## src/rtl/universal_gate_bist_ctrl.sv

```systemverilog
// BIST sequencer for the NAND/NOR universal gate unit: sweeps all four a/b vectors,
// checks both outputs, reports fail_map/pass. Optional `UG_BIST_SIGNATURE_EN adds an 8-bit MISR signature.
module universal_gate_bist_ctrl #(
  parameter int unsigned SETTLE_CYCLES = 2,
  parameter int unsigned NUM_PASSES    = 1
) (
  input  logic       clk,
  input  logic       rst,
  input  logic       start,
  input  logic       gate_out1,
  input  logic       gate_out2,
  output logic       gate_a,
  output logic       gate_b,
  output logic       busy,
  output logic       done,
  output logic       pass,
  output logic [7:0] fail_map
`ifdef UG_BIST_SIGNATURE_EN
  ,
  output logic [7:0] signature
`endif
);

  typedef enum logic [2:0] {IDLE, DRIVE, SETTLE, SAMPLE, DONE} state_t;

  localparam logic [3:0] SETTLE_LD = 4'(SETTLE_CYCLES);
  localparam logic [3:0] LAST_PASS = 4'(NUM_PASSES - 1);
  // Expected {nor,nand} indexed by vector number
  localparam logic [3:0][1:0] EXP_TBL = {2'b00, 2'b01, 2'b01, 2'b11};

  state_t     state, state_nxt;
  logic [1:0] vec;
  logic [3:0] pass_cnt;
  logic [3:0] settle_cnt;
  logic [1:0] exp_val;
  logic [7:0] miss;
  logic       last_vec;
  logic [1:0] vec_nxt;

  always_comb begin
    exp_val  = EXP_TBL[vec];
    miss     = 8'h00;
    miss[{1'b0, vec}] = gate_out1 ^ exp_val[0];
    miss[{1'b1, vec}] = gate_out2 ^ exp_val[1];
    last_vec = (vec == 2'd3) && (pass_cnt == LAST_PASS);
    vec_nxt  = vec + 2'd1;
  end

  always_comb begin
    state_nxt = state;
    case (state)
      IDLE:    if (start) state_nxt = DRIVE;
      DRIVE:   state_nxt = (SETTLE_LD == 4'd0) ? SAMPLE : SETTLE;
      SETTLE:  if (settle_cnt <= 4'd1) state_nxt = SAMPLE;
      SAMPLE:  state_nxt = last_vec ? DONE : DRIVE;
      DONE:    state_nxt = IDLE;
      default: state_nxt = IDLE;
    endcase
  end

  always_ff @(posedge clk or posedge rst) begin
    if (rst) state <= IDLE;
    else     state <= state_nxt;
  end

  assign busy = (state == DRIVE) || (state == SETTLE) || (state == SAMPLE);
  assign done = (state == DONE);

  always_ff @(posedge clk or posedge rst) begin
    if (rst) begin
      vec        <= 2'd0;
      pass_cnt   <= 4'd0;
      settle_cnt <= 4'd0;
      gate_a     <= 1'b0;
      gate_b     <= 1'b0;
      pass       <= 1'b0;
      fail_map   <= 8'h00;
    end else begin
      case (state)
        IDLE: if (start) begin
          vec      <= 2'd0;
          pass_cnt <= 4'd0;
          gate_a   <= 1'b0;
          gate_b   <= 1'b0;
          pass     <= 1'b0;
          fail_map <= 8'h00;
        end
        DRIVE:  settle_cnt <= SETTLE_LD;
        SETTLE: settle_cnt <= settle_cnt - 4'd1;
        SAMPLE: begin
          fail_map <= fail_map | miss;
          if (last_vec) begin
            pass <= ((fail_map | miss) == 8'h00);
          end else begin
            // 2-bit vec wraps 3->0 on its own at the end of a sweep
            vec    <= vec_nxt;
            gate_a <= vec_nxt[0];
            gate_b <= vec_nxt[1];
            if (vec == 2'd3) pass_cnt <= pass_cnt + 4'd1;
          end
        end
        default: ;
      endcase
    end
  end

`ifdef UG_BIST_SIGNATURE_EN
  always_ff @(posedge clk or posedge rst) begin
    if (rst) begin
      signature <= 8'h00;
    end else if (state == IDLE && start) begin
      signature <= 8'hFF;
    end else if (state == SAMPLE) begin
      signature <= {signature[6:0], signature[7] ^ signature[5] ^ signature[4] ^ signature[3]}
                   ^ {6'b0, gate_out2, gate_out1};
    end
  end
`endif

endmodule

```

## config.mk

```make
export PLATFORM = sky130hd
export DESIGN_NAME = universal_gate_bist_ctrl
export DESIGN_NICKNAME = d
export VERILOG_FILES = /design/src/rtl/universal_gate_bist_ctrl.sv
export SDC_FILE = /design/constraint.sdc
export NUM_CORES = 1
export LEC_CHECK = 0
export ABC_CLOCK_PERIOD_IN_PS = 1300
export BUFFER_PORTS_ARGS = -buffer_cell sky130_fd_sc_hd__buf_2
export CAP_MARGIN = 15
export CORE_ASPECT_RATIO = 1.1
export CORE_MARGIN = 2
export CORE_UTILIZATION = 50
export DETAILED_ROUTE_END_ITERATION = 6
export PLACE_DENSITY = 0.84
export SLEW_MARGIN = 10
export SYNTH_ARGS = -nofsm -noshare
export SYNTH_HDL_FRONTEND = slang
export SYNTH_SLANG_ARGS = --single-unit
```

## constraint.sdc

```tcl
create_clock -name clk -period 1.3 [get_ports clk]
set_input_delay 0.065 -clock clk [delete_from_list [all_inputs] [get_ports clk]]
set_output_delay 0.065 -clock clk [all_outputs]
set_load 0.05 [all_outputs]
```

=== Yosys cells after proc, flatten, opt, wreduce, memory -nomap -nowiden ===
Cells that the tools add are included.

* Bits in registers: 24
* Latch bits: 0
* Memory bits (writable): 0
* ROM bits: 0
* Bits of input ports: 5
* Output and inout port bits: 13
* Word-level logic and storage cells: 74
* Memories: 0

* Add/sub/neg operators: 3
* $mul: 0
* Div/mod/pow operators: 0
* Magnitude comparators: 6
* Eq/ne operators: 10
* Shift-type cells: 0
* Multiplexer cells: 28
* Bitwise operators: 4
* Reduce and logical (&&, ||, !) cells: 15

{| class="wikitable"
|+ Operators with widths
! cell !! number
|-
| 4-bit case mux with 2 select lines || 2
|-
| 8-bit case mux with 2 select lines || 1
|-
| 4-bit 2-to-1 mux || 3
|-
| 3-bit case mux with 4 select lines || 1
|-
| 2-bit inequality test, second input constant || 5
|-
| 3-bit 2-to-1 mux || 3
|-
| 8-bit by 4-bit AND with 8-bit output || 1
|-
| 8-bit bitwise mux || 1
|-
| 8-bit zero test || 1
|-
| 8-bit 2-to-1 mux || 1
|-
| 8-bit bitwise OR || 1
|-
| 3-bit by 2-bit equality test with 1-bit output, second input constant || 2
|-
| 1-bit 2-to-1 mux || 6
|-
| 2-bit 2-to-1 mux || 3
|-
| 1-bit case mux with 2 select lines || 3
|-
| 3-bit AND reduction || 2
|-
| 4-bit by 1-bit adder with 4-bit output, second input constant || 1
|-
| 2-bit binary-select mux with 2-bit select || 1
|-
| 1-bit demux with 2-bit select || 2
|-
| 4-bit by 1-bit <= comparator with 1-bit output, second input constant || 1
|-
| 4-bit zero test || 1
|-
| 2-bit by 4-bit less-than comparator with 1-bit output, second input constant || 1
|-
| 3-bit by 4-bit less-than comparator with 1-bit output, second input constant || 1
|-
| 2-bit case mux with 2 select lines || 1
|-
| other kinds (15) || 21
|}

=== Logic depth before layout (Yosys ltp) ===
Gate-level depths: netlist of run 1.

* Depth after elaboration: 10
* Mapped depth: 6

=== Worst setup path after synthesis of run 1 ===
Ideal clock, no wire load.

* Kind: register -> register
* From: register, netlist name gate_a
* To: register pass
* Arrival time: 1.728 ns
* Setup slack: -0.510 ns
* Stages on the path, launching flop included: 7
* Buffers on the path: 0
* Period minus slack after synthesis: 1.810 ns
* Path through: dfrtp_1 inv_1 ha_1 ha_1 nor4_1 nand4_1 o22ai_1

{| class="wikitable"
|+ RTL lines
! what !! RTL line !! text
|-
| end signal: assignment || 93 || <nowiki>pass <= ((fail_map | miss) == 8'h00);</nowiki>
|-
| end: declaration || 16 || <nowiki>output logic pass,</nowiki>
|}

==> results of run 1 <==
==> cells by family after synthesis <==
kind of cell,Yosys count
fa+ha+maj,10
flops,22
xor+xnor,1
buf+inv,17
mux,3
simple gates,50
compound gates,30
==> worst register-to-register path, stage by stage (launching register included) <==
cell       delay, ns
dfrtp_2         0.48
ha_4            0.20
ha_4            0.28
nand2b_4        0.13
o2111ai_1       0.11
o22ai_1         0.19
==> metal layers <==
metal,up-vias,share of wire [%],global-route usage [%]
met5,-,0,0
met4,0,4.6,9.52
met3,14,3.2,5.24
met2,28,52,40.7
met1,603,40,32.4
li1,581,-,-
==> through the flow <==
| step | hold WS, ns | setup WS (ns) | util [%] | area [sq um] |
|---|---|---|---|---|
| 2_1_floorplan | 0.0541 | -0.221 | - | 1390 |
| 3_5_place_dp | 0.118 | -0.158 | 64.5 | 1590 |
| 6_report | 0.115 | -0.151 | 83.8 | 2070 |
| 3_3_place_gp | 0.111 | -0.0791 | 64.5 | 1590 |
| 4_1_cts | 0.132 | -0.129 | 76.0 | 1880 |
| 5_1_grt | 0.150 | -0.209 | 83.8 | 2070 |
==> cell type report <==
class / instances / share of cell area [%]
multi-input combinational: 94 / 45.0
sequential: 22 / 26.9
timing repair buffer: 54 / 21.6
inverter: 11 / 2.11
tap: 31 / 1.87
clock inverter: 1 / 1.45
clock buffer: 3 / 1.09
==> state kept, by name, indices dropped and copies added, names as in the netlist <==
register / count
fail_map: 8
gate_a: 1
pass: 1
gate_b: 1
pass_cnt: 4
settle_cnt: 4
state: 3
==> power by group <==
part | leakage [nW] | switching (mW) | internal [mW]
sequential | 0.240 | 0.00804 | 0.692
combinational | 0.672 | 0.0636 | 0.0335
clock | 0.0279 | 0.238 | 0.312
total | 0.940 | 0.310 | 1.04
==> cells in the final DEF (no fill, tap or decap), types with 2 or more instances in the layout <==
cell	Yosys	routed
buf_4	1	25
clkbuf_4	0	3
nor4_1	2	2
nor2_1	10	5
inv_1	11	7
ha_1	10	4
and2_4	0	3
mux2i_1	2	2
inv_2	0	3
ha_4	0	5
dfrtp_2	0	5
nand3_2	0	3
nand2_2	0	4
buf_6	2	8
nor2_4	0	2
nor2_2	0	3
nand2_1	9	5
nor4b_4	1	3
dfrtp_1	22	17
o21ai_2	0	3
buf_2	1	15
a21oi_2	0	4
o21ai_1	4	5
buf_8	0	4
a21oi_1	9	5
o22ai_1	4	4
==> worst paths after layout <==
| kind | start | to | slack, ns | cells past startpoint |
|---|---|---|---|---|
| worst max-delay path | gate_a | pass | -0.15 | 5 |
| worst min-delay path | gate_out1 | fail_map[3] | 0.12 | 4 |
| worst max register to register | gate_a | pass | -0.15 | 5 |
| worst min register to register | fail_map[0] | fail_map[0] | 0.53 | 1 |
| max in group asynchronous | rst | gate_a | 0.74 | 4 |
| min in group asynchronous | rst | state[0] | 0.31 | 4 |
==> repair_timing <==
action,in CTS,in global routing
endpoints found under the setup margin,19,24
setup buffers,14,4
endpoints found under the hold margin,22,0
hold buffers,1,0
gates resized for setup,36,32
cloned,0,1
pin swaps,18,19
==> impl_metrics.py, run 1 <==
metrics = {
    "status": {
        "status": "finished with violations",
        "violations": "negative setup slack",
    },
    "cells_and_area": {
        "n_antenna_cell": 0,
        "n_fill_cell": 130,
        "final_nets": 201,
        "drive_gt1_share_pct": 60.0,
        "multi_input_area_sq_um": 931,
        "area_growth_pct": 59.6,
        "regArea_sq_um": 557,
        "fin_cells": 216,
    },
    "yosys": {
        "synth_commonest_cells": "dfrtp_1 (22), inv_1 (11), ha_1 (10), nor2_1 (10)",
        "synth.mux.area_fraction_pct": 2.41,
        "synth_seq_cells": 22,
        "syn_avg_cell_area_sq_um": 9.76,
        "synth_xor_area_share_pct": 0.675,
        "synth_edf_count": 0,
        "synth_compound_area_share_pct": 14.6,
        "synth_adder_area_share_pct": 9.64,
        "yosysWarnings": 0,
        "seq_area_frac_synth_pct": 42.4,
        "syn-num-nets": 148,
        "yosys.area.top_type_share_pct": 42.4,
        "synth_cell_type_count": 44,
        "synth_ff_type": "dfrtp_1",
        "synth_most_common_cell": "dfrtp_1",
        "async_reset_ff_share_pct": 100,
        "synthSimpleGateAreaFrac_pct": 23.8,
        "synth_area_leader_cell": "dfrtp_1",
        "syn-cell-area_sq_um": 1300,
        "synth_top_family_by_area": "simple AND/OR/NAND/NOR gates",
        "syn_inst": 133,
        "netlist_top_cells_area": "dfrtp_1 (42%), ha_1 (9.6%), a21oi_1 (3.5%)",
    },
    "floorplan": {
        "coreArea_sq_um": 2470,
        "rows": 19,
        "fp.dieW_um": 52.6,
        "die-area_sq_um": 3020,
        "die_y_um": 57.4,
        "initial_utilization_pct": 52.5,
        "ios": 18,
    },
    "critical_path": {
        "crit_buf_inv": 0,
        "path_delay_family": "adder cells",
        "crit_path_cell_trace": "ha_4 > ha_4 > nand2b_4 > o2111ai_1 > o22ai_1",
        "cp_slowest_cell": "dfrtp_2",
        "start_kind": "flop",
        "cp_common_cell": "ha_4",
        "cp-end-kind": "flop",
        "cp.required_ns": 1.56,
        "critPathKind": "reg -> reg",
        "slowest_delay_ns": 0.48,
        "timing.critical_path.arrival_ns": 1.71,
        "cp_max_fo": 4,
    },
    "global_route": {
        "grtUsageTotal_pct": 25.0,
        "grt-ovfl-total": 0,
        "antenna_found_initial": 0,
        "grt_pass1_wl_um": 5640,
        "first_global_vias": 1219,
        "grt_max_degree": 23,
    },
    "clock_network": {
        "clk_latency_ns": 0.33,
        "ctsRootBufferMaster": "clkbuf_4",
        "cts_tree": "done",
        "cts.sinks": 22,
        "cts.clk_slew.worst_paths_ns": 0.13,
        "numCtsBuffers": 3,
        "cts_buffer_depth": 2,
        "htreeDepth": 1,
    },
    "timing": {
        "hold_viol_final": 0,
        "worstMarginPinSlew_ns": 0.377,
        "finalSetupViolations": 17,
        "fin_skew_ns": 0.00347,
        "rsz0062_at_grt": "yes",
        "clock.fmax_ghz": 0.689,
        "period_needed_ns": 1.45,
        "fin_crit_sh_pct": 112,
        "setup_tns_ns": -1.48,
        "setup_slack_ns": -0.151,
        "final-max-slew-violation-count": 0,
        "relSlewSlack_pct": 74.6,
    },
    "detailed_routing": {
        "avgViaCountPerCell": 5.68,
        "drc_errors": 0,
        "wire_per_inst_um": 18.4,
        "drt-total-wl_um": 3980,
        "drtIter0Drc": 18,
        "first_pass_iters": 4,
        "ant_nets": 0,
        "vias": 1226,
    },
    "run": {
        "max-cap-violations": 0,
    },
    "placement": {
        "gp_congestion": 0.801,
        "dp.cells": 192,
        "hpwl_um": 2200,
        "numPortBuffers": 17,
    },
    "power": {
        "ir_drop_v": 0.00101,
        "leakagePower_nw": 0.940,
        "totalPowerFinal_mw": 1.35,
        "p_per_area_nw_per_um2": 651,
    },
    "hold_path": {
        "min_path_type": "in -> reg",
    },
}
No activity file was read; power rests on OpenSTA's default activity.
==> run 2: changes to the inputs <==
Settings changed: TNS_END_PERCENT set to 20.
==> run 2 against run 1 <==
  * The flow still finishes with violations (negative setup slack)
  * Worst setup slack got worse by 0.016 ns
  * Via count decreased by 7.3%
  * Global-route usage decreased by 2.8 points
  * Worst hold slack improved by 0.035 ns
  * Flip-flop and latch count unchanged
  * Cell area decreased by 13%
  * Cell count decreased by 4.6%
  * Sequential power about the same
  * Power decreased by 12%
  * First-iteration DRC count decreased by 61%
  * Critical path depth decreased by 1
  * Routed wire length decreased by 20%
  * Largest cell class unchanged
==> impl_metrics.py, run 2 (synthesis results as in run 1) <==
metrics = {
    "placement": {
        "dpl-instance-area_sq_um": 1600,
        "gp_congestion": 0.789,
        "hpwl_um": 2270,
        "post-place-ws_ns": -0.136,
        "numPortBuffers": 17,
    },
    "timing": {
        "final-max-slew-violation-count": 0,
        "fin_crit_sh_pct": 113,
        "setup_slack_ns": -0.167,
        "clock.fmax_ghz": 0.682,
        "period_needed_ns": 1.47,
        "rsz0062_at_grt": "yes",
        "fin_skew_ns": 0.00159,
        "hold_slack_ns": 0.150,
        "finalSetupViolations": 15,
        "worstMarginPinSlew_ns": 0.340,
        "relSlewSlack_pct": 77.2,
        "hold_viol_final": 0,
        "setup_tns_ns": -1.83,
    },
    "critical_path": {
        "cp-end-kind": "flop",
        "crit_buf_inv": 1,
        "crit_path_cell_trace": "buf_6 > or4b_4 > nand2_1 > o22ai_1",
        "path_delay_family": "simple AND/OR/NAND/NOR gates",
        "reg2reg_slack_ns": -0.17,
        "critPathKind": "reg -> reg",
        "regToRegStartpoint": "state[1]",
        "cp_max_fo": 8,
        "crit_cells": 4,
        "timing.rr.end": "pass",
        "reg2regPathDepth": 4,
        "start_kind": "flop",
        "cp_slowest_cell": "or4b_4",
        "slowest_delay_ns": 0.60,
        "cp.required_ns": 1.51,
        "timing.critical_path.arrival_ns": 1.68,
    },
    "detailed_routing": {
        "avgViaCountPerCell": 5.52,
        "ant_nets": 0,
        "drt-total-wl_um": 3200,
        "wire_per_inst_um": 15.5,
        "first_pass_iters": 4,
        "vias": 1137,
        "drc_errors": 0,
        "drtIter0Drc": 7,
    },
    "clock_network": {
        "clk_latency_ns": 0.32,
        "cts_tree": "done",
        "cts.sinks": 22,
        "htreeDepth": 1,
        "cts.clk_slew.worst_paths_ns": 0.12,
        "ctsRootBufferMaster": "clkbuf_4",
        "numCtsBuffers": 3,
        "cts_buffer_depth": 2,
    },
    "floorplan": {
        "coreArea_sq_um": 2470,
        "initial_utilization_pct": 52.5,
        "die_y_um": 57.4,
        "fp.dieW_um": 52.6,
        "rows": 19,
        "die-area_sq_um": 3020,
        "ios": 18,
    },
    "hold_path": {
        "hold_depth": 4,
        "worstHoldEndpoint": "fail_map[3]",
        "min_path_type": "in -> reg",
        "min-delay-start": "gate_out1",
    },
    "power": {
        "ir_drop_v": 0.000507,
        "leakagePower_nw": 0.826,
        "p_per_area_nw_per_um2": 656,
        "seq_power_share_pct": 59.1,
        "internal-power_uw": 895,
        "p_switching_uw": 288,
        "p_comb_share_pct": 7.9,
        "switching_share_pct": 24.3,
        "totalPowerFinal_mw": 1.18,
        "clockPowerShare_pct": 33.0,
    },
    "cells_and_area": {
        "largest_register_ffs": 8,
        "n_fill_cell": 185,
        "multi_input_area_sq_um": 816,
        "regArea_sq_um": 557,
        "area_growth_pct": 39.0,
        "layout_commonest_cell": "buf_4",
        "design_area_sq_um": 1800,
        "largest-register": "fail_map",
        "layout_common_cells": "buf_4 (24), dfrtp_1 (17), buf_2 (15), a21oi_1 (9), nand2_1 (9)",
        "final_nets": 191,
        "n_antenna_cell": 0,
        "drive_gt1_share_pct": 45.7,
        "reg_top3": "fail_map x8, pass_cnt x4, settle_cnt x4",
    },
    "global_route": {
        "grt_max_degree": 23,
        "first_global_vias": 1173,
        "grtUsageTotal_pct": 22.2,
        "grt_pass1_wl_um": 4990,
        "antenna_found_initial": 0,
        "grt-ovfl-total": 0,
    },
    "run": {
        "max-cap-violations": 0,
    },
    "status": {
        "status": "finished with violations",
        "violations": "negative setup slack",
    },
}
[run 2: how the worst max path moves through the flow]
stage | from | end | slack [ns]
floorplan | gate_a | pass_cnt[3] | -0.22
finish | state[1] | pass | -0.17
global route | state[1] | fail_map[2] | -0.21
CTS | state[1] | pass | -0.17
global placement | gate_b | pass_cnt[3] | -0.08
detailed placement | state[0] | pass | -0.14
[run 2: power by group through the flow]
| stage | registers [mW] | logic [mW] | clock network [mW] |
|---|---|---|---|
| after floorplan | 0.739 | 0.0294 | 0 |
| after global placement | 0.711 | 0.0872 | 0 |
| after detailed placement | 0.712 | 0.0886 | 0 |
| after CTS | 0.698 | 0.0915 | 0.402 |
| after global routing | 0.700 | 0.101 | 0.422 |
| final | 0.699 | 0.0931 | 0.391 |
[run 2: area by class of cell]
cell class              instances  area share [%]
multi-input cells              94            45.2
inverters                      11            2.29
clock buffers                   4            2.01
repair buffers                 44            17.4
well taps                      31            2.15
flip-flops and latches         22            30.9
[run 2: repair_timing]
action | in CTS | in global routing
pin swaps | 10 | 4
hold buffers | 1 | 0
endpoints found under the hold margin | 22 | 0
resized for setup | 13 | 14
buffers inserted | 2 | 5
endpoints found under the setup margin | 18 | 22
[run 2: routing by layer]
metal  track usage (%)  up-vias  share of wire, %
met3              2.88        7               1.6
met4              10.6        0               2.1
met5                 0        -                 0
li1                  -      557                 -
met1              25.0      558                42
met2              40.2       15                54
[run 2: tightest hold or removal path, cell delays in order]
cell	delay [ns]
buf_2	0.11
ha_4	0.13
a21oi_1	0.05
nor2_1	0.08
[run 2: stage by stage]
stage          instances  utilization [%]
6_report             206             72.9
5_1_grt              206             72.9
4_1_cts              201             68.8
3_5_place_dp         194             64.8
3_3_place_gp         194             64.8
2_1_floorplan        133                -
==> run 3: changes to the inputs <==
Settings changed: RECOVER_POWER set to 50.
==> run 3 against run 2 <==
  * The run still ends with negative setup slack left
  * Clock-buffer cell count stayed put
  * Sequential share of layout area hardly changed
  * Register-to-register slack hardly changed
  * Flip-flop and latch count stayed put
  * First-iteration DRC count stayed put
  * Global-route usage stayed put
  * Fmax hardly changed
  * Largest cell class unchanged
  * Highest routed layer unchanged
==> impl_metrics.py, run 3 (synthesis results as in run 1) <==
metrics = {
    "timing": {
        "final-max-slew-violation-count": 0,
        "fin_crit_sh_pct": 113,
        "rsz0062_at_grt": "yes",
        "setup_slack_ns": -0.167,
        "finalSetupViolations": 15,
        "setup_tns_ns": -1.83,
        "hold_viol_final": 0,
        "hold_slack_ns": 0.150,
        "clock.fmax_ghz": 0.682,
        "worstMarginPinSlew_ns": 0.562,
        "period_needed_ns": 1.47,
        "relSlewSlack_pct": 62.6,
        "fin_skew_ns": 0.00161,
    },
    "critical_path": {
        "crit_path_cell_trace": "buf_6 > or4b_4 > nand2_1 > o22ai_1",
        "cp_slowest_cell": "or4b_4",
        "slowest_delay_ns": 0.60,
        "timing.critical_path.arrival_ns": 1.68,
        "cp.required_ns": 1.51,
        "critPathKind": "reg -> reg",
        "cp-end-kind": "flop",
        "path_delay_family": "simple AND/OR/NAND/NOR gates",
        "crit_buf_inv": 1,
        "reg2regPathDepth": 4,
        "cp_max_fo": 8,
        "crit_cells": 4,
        "start_kind": "flop",
    },
    "global_route": {
        "grt-ovfl-total": 0,
        "antenna_found_initial": 0,
        "gr-usage-met1_pct": 25.0,
        "met3_usage_pct": 2.88,
        "first_global_vias": 1173,
        "grtUsageMet2_pct": 40.2,
        "grt_pass1_wl_um": 4990,
        "grt_max_degree": 23,
        "top_usage_layer": "met2",
        "grtUsageTotal_pct": 22.2,
    },
    "detailed_routing": {
        "avgViaCountPerCell": 5.52,
        "first_pass_iters": 4,
        "drt-total-wl_um": 3200,
        "wire_per_inst_um": 15.5,
        "drc_errors": 0,
        "drtIter0Drc": 7,
        "vias": 1137,
        "ant_nets": 0,
    },
    "power": {
        "seq_power_share_pct": 59.1,
        "internal-power_uw": 894,
        "ir_drop_v": 0.000507,
        "p_switching_uw": 288,
        "p_per_area_nw_per_um2": 657,
        "clockPowerShare_pct": 33.1,
        "switching_share_pct": 24.4,
        "p_comb_share_pct": 7.8,
        "leakagePower_nw": 0.825,
    },
    "cells_and_area": {
        "largest_register_ffs": 8,
        "largest-register": "fail_map",
        "n_antenna_cell": 0,
        "final_nets": 191,
        "drive_gt1_share_pct": 45.7,
        "layout_common_cells": "buf_4 (23), dfrtp_1 (17), buf_2 (15), a21oi_1 (9), nand2_1 (9)",
        "layout_commonest_cell": "buf_4",
        "area_growth_pct": 38.8,
        "reg_top3": "fail_map x8, pass_cnt x4, settle_cnt x4",
    },
    "run": {
        "max-cap-violations": 0,
    },
    "clock_network": {
        "cts_tree": "done",
        "ctsRootBufferMaster": "clkbuf_4",
        "clk_latency_ns": 0.32,
        "cts.clk_slew.worst_paths_ns": 0.12,
        "cts_buffer_depth": 2,
        "cts.sinks": 22,
        "numCtsBuffers": 3,
        "htreeDepth": 1,
    },
    "floorplan": {
        "initial_utilization_pct": 52.5,
        "die_y_um": 57.4,
        "coreArea_sq_um": 2470,
        "die-area_sq_um": 3020,
        "ios": 18,
        "rows": 19,
        "fp.dieW_um": 52.6,
    },
    "status": {
        "status": "finished with violations",
        "violations": "negative setup slack",
    },
    "hold_path": {
        "min_path_type": "in -> reg",
        "hold_depth": 4,
    },
    "placement": {
        "gp_congestion": 0.789,
        "hpwl_um": 2270,
        "numPortBuffers": 17,
    },
}
[run 3: per-stage QoR]
| step | instance area [sq um] | util (%) | setup WS (ns) | total power [mW] | std cells |
|---|---|---|---|---|---|
| global placement | 1600 | 64.8 | -0.0752 | 0.798 | 194 |
| global route | 1800 | 72.8 | -0.213 | 1.22 | 206 |
| CTS | 1700 | 68.8 | -0.167 | 1.19 | 201 |
| detailed placement | 1600 | 64.8 | -0.136 | 0.800 | 194 |
| floorplan | 1380 | - | -0.222 | 0.768 | 133 |
| finish | 1800 | 72.8 | -0.167 | 1.18 | 206 |
[run 3: layout make-up]
class | instances | area (sq um)
clock buffer | 4 | 36.3
fill | 184 | 672
inverter | 11 | 41.3
multi-input combinational | 94 | 816
sequential | 22 | 557
tap | 31 | 38.8
timing repair buffer | 44 | 312
[run 3: power by group through the flow]
stage	logic (mW)	clock network [mW]	registers, mW
5_1_grt	0.100	0.422	0.700
3_3_place_gp	0.0872	0	0.711
3_5_place_dp	0.0886	0	0.712
4_1_cts	0.0915	0.402	0.698
2_1_floorplan	0.0294	0	0.739
6_report	0.0921	0.391	0.699
[run 3: worst reg2reg max path, cell delays in order, from the launching register on]
cell     delay [ns]
dfrtp_2        0.46
buf_6          0.14
or4b_4         0.60
nand2_1        0.09
o22ai_1        0.07
[run 3: what timing repair did]
item                       CTS  global route
hold buffers                 1             0
setup endpoints to repair   18            22
hold endpoints to repair    22             0
gates resized for setup     13            14
pin swaps                   10             4
setup buffers                2             5
[run 3: worst paths after layout]
kind	slack (ns)	start	endpoint
hold reg to reg	0.55	fail_map[6]	fail_map[6]
setup reg to reg	-0.17	state[1]	pass
min in group asynchronous	0.41	rst	fail_map[6]
setup / recovery	-0.17	state[1]	pass
hold / removal	0.15	gate_out1	fail_map[3]
max in group asynchronous	0.49	rst	gate_b
[run 3: layer usage]
layer,wire length [um],vias up
li1,-,557
met3,50,7
met1,1350,558
met4,66,0
met5,0,-
met2,1730,15
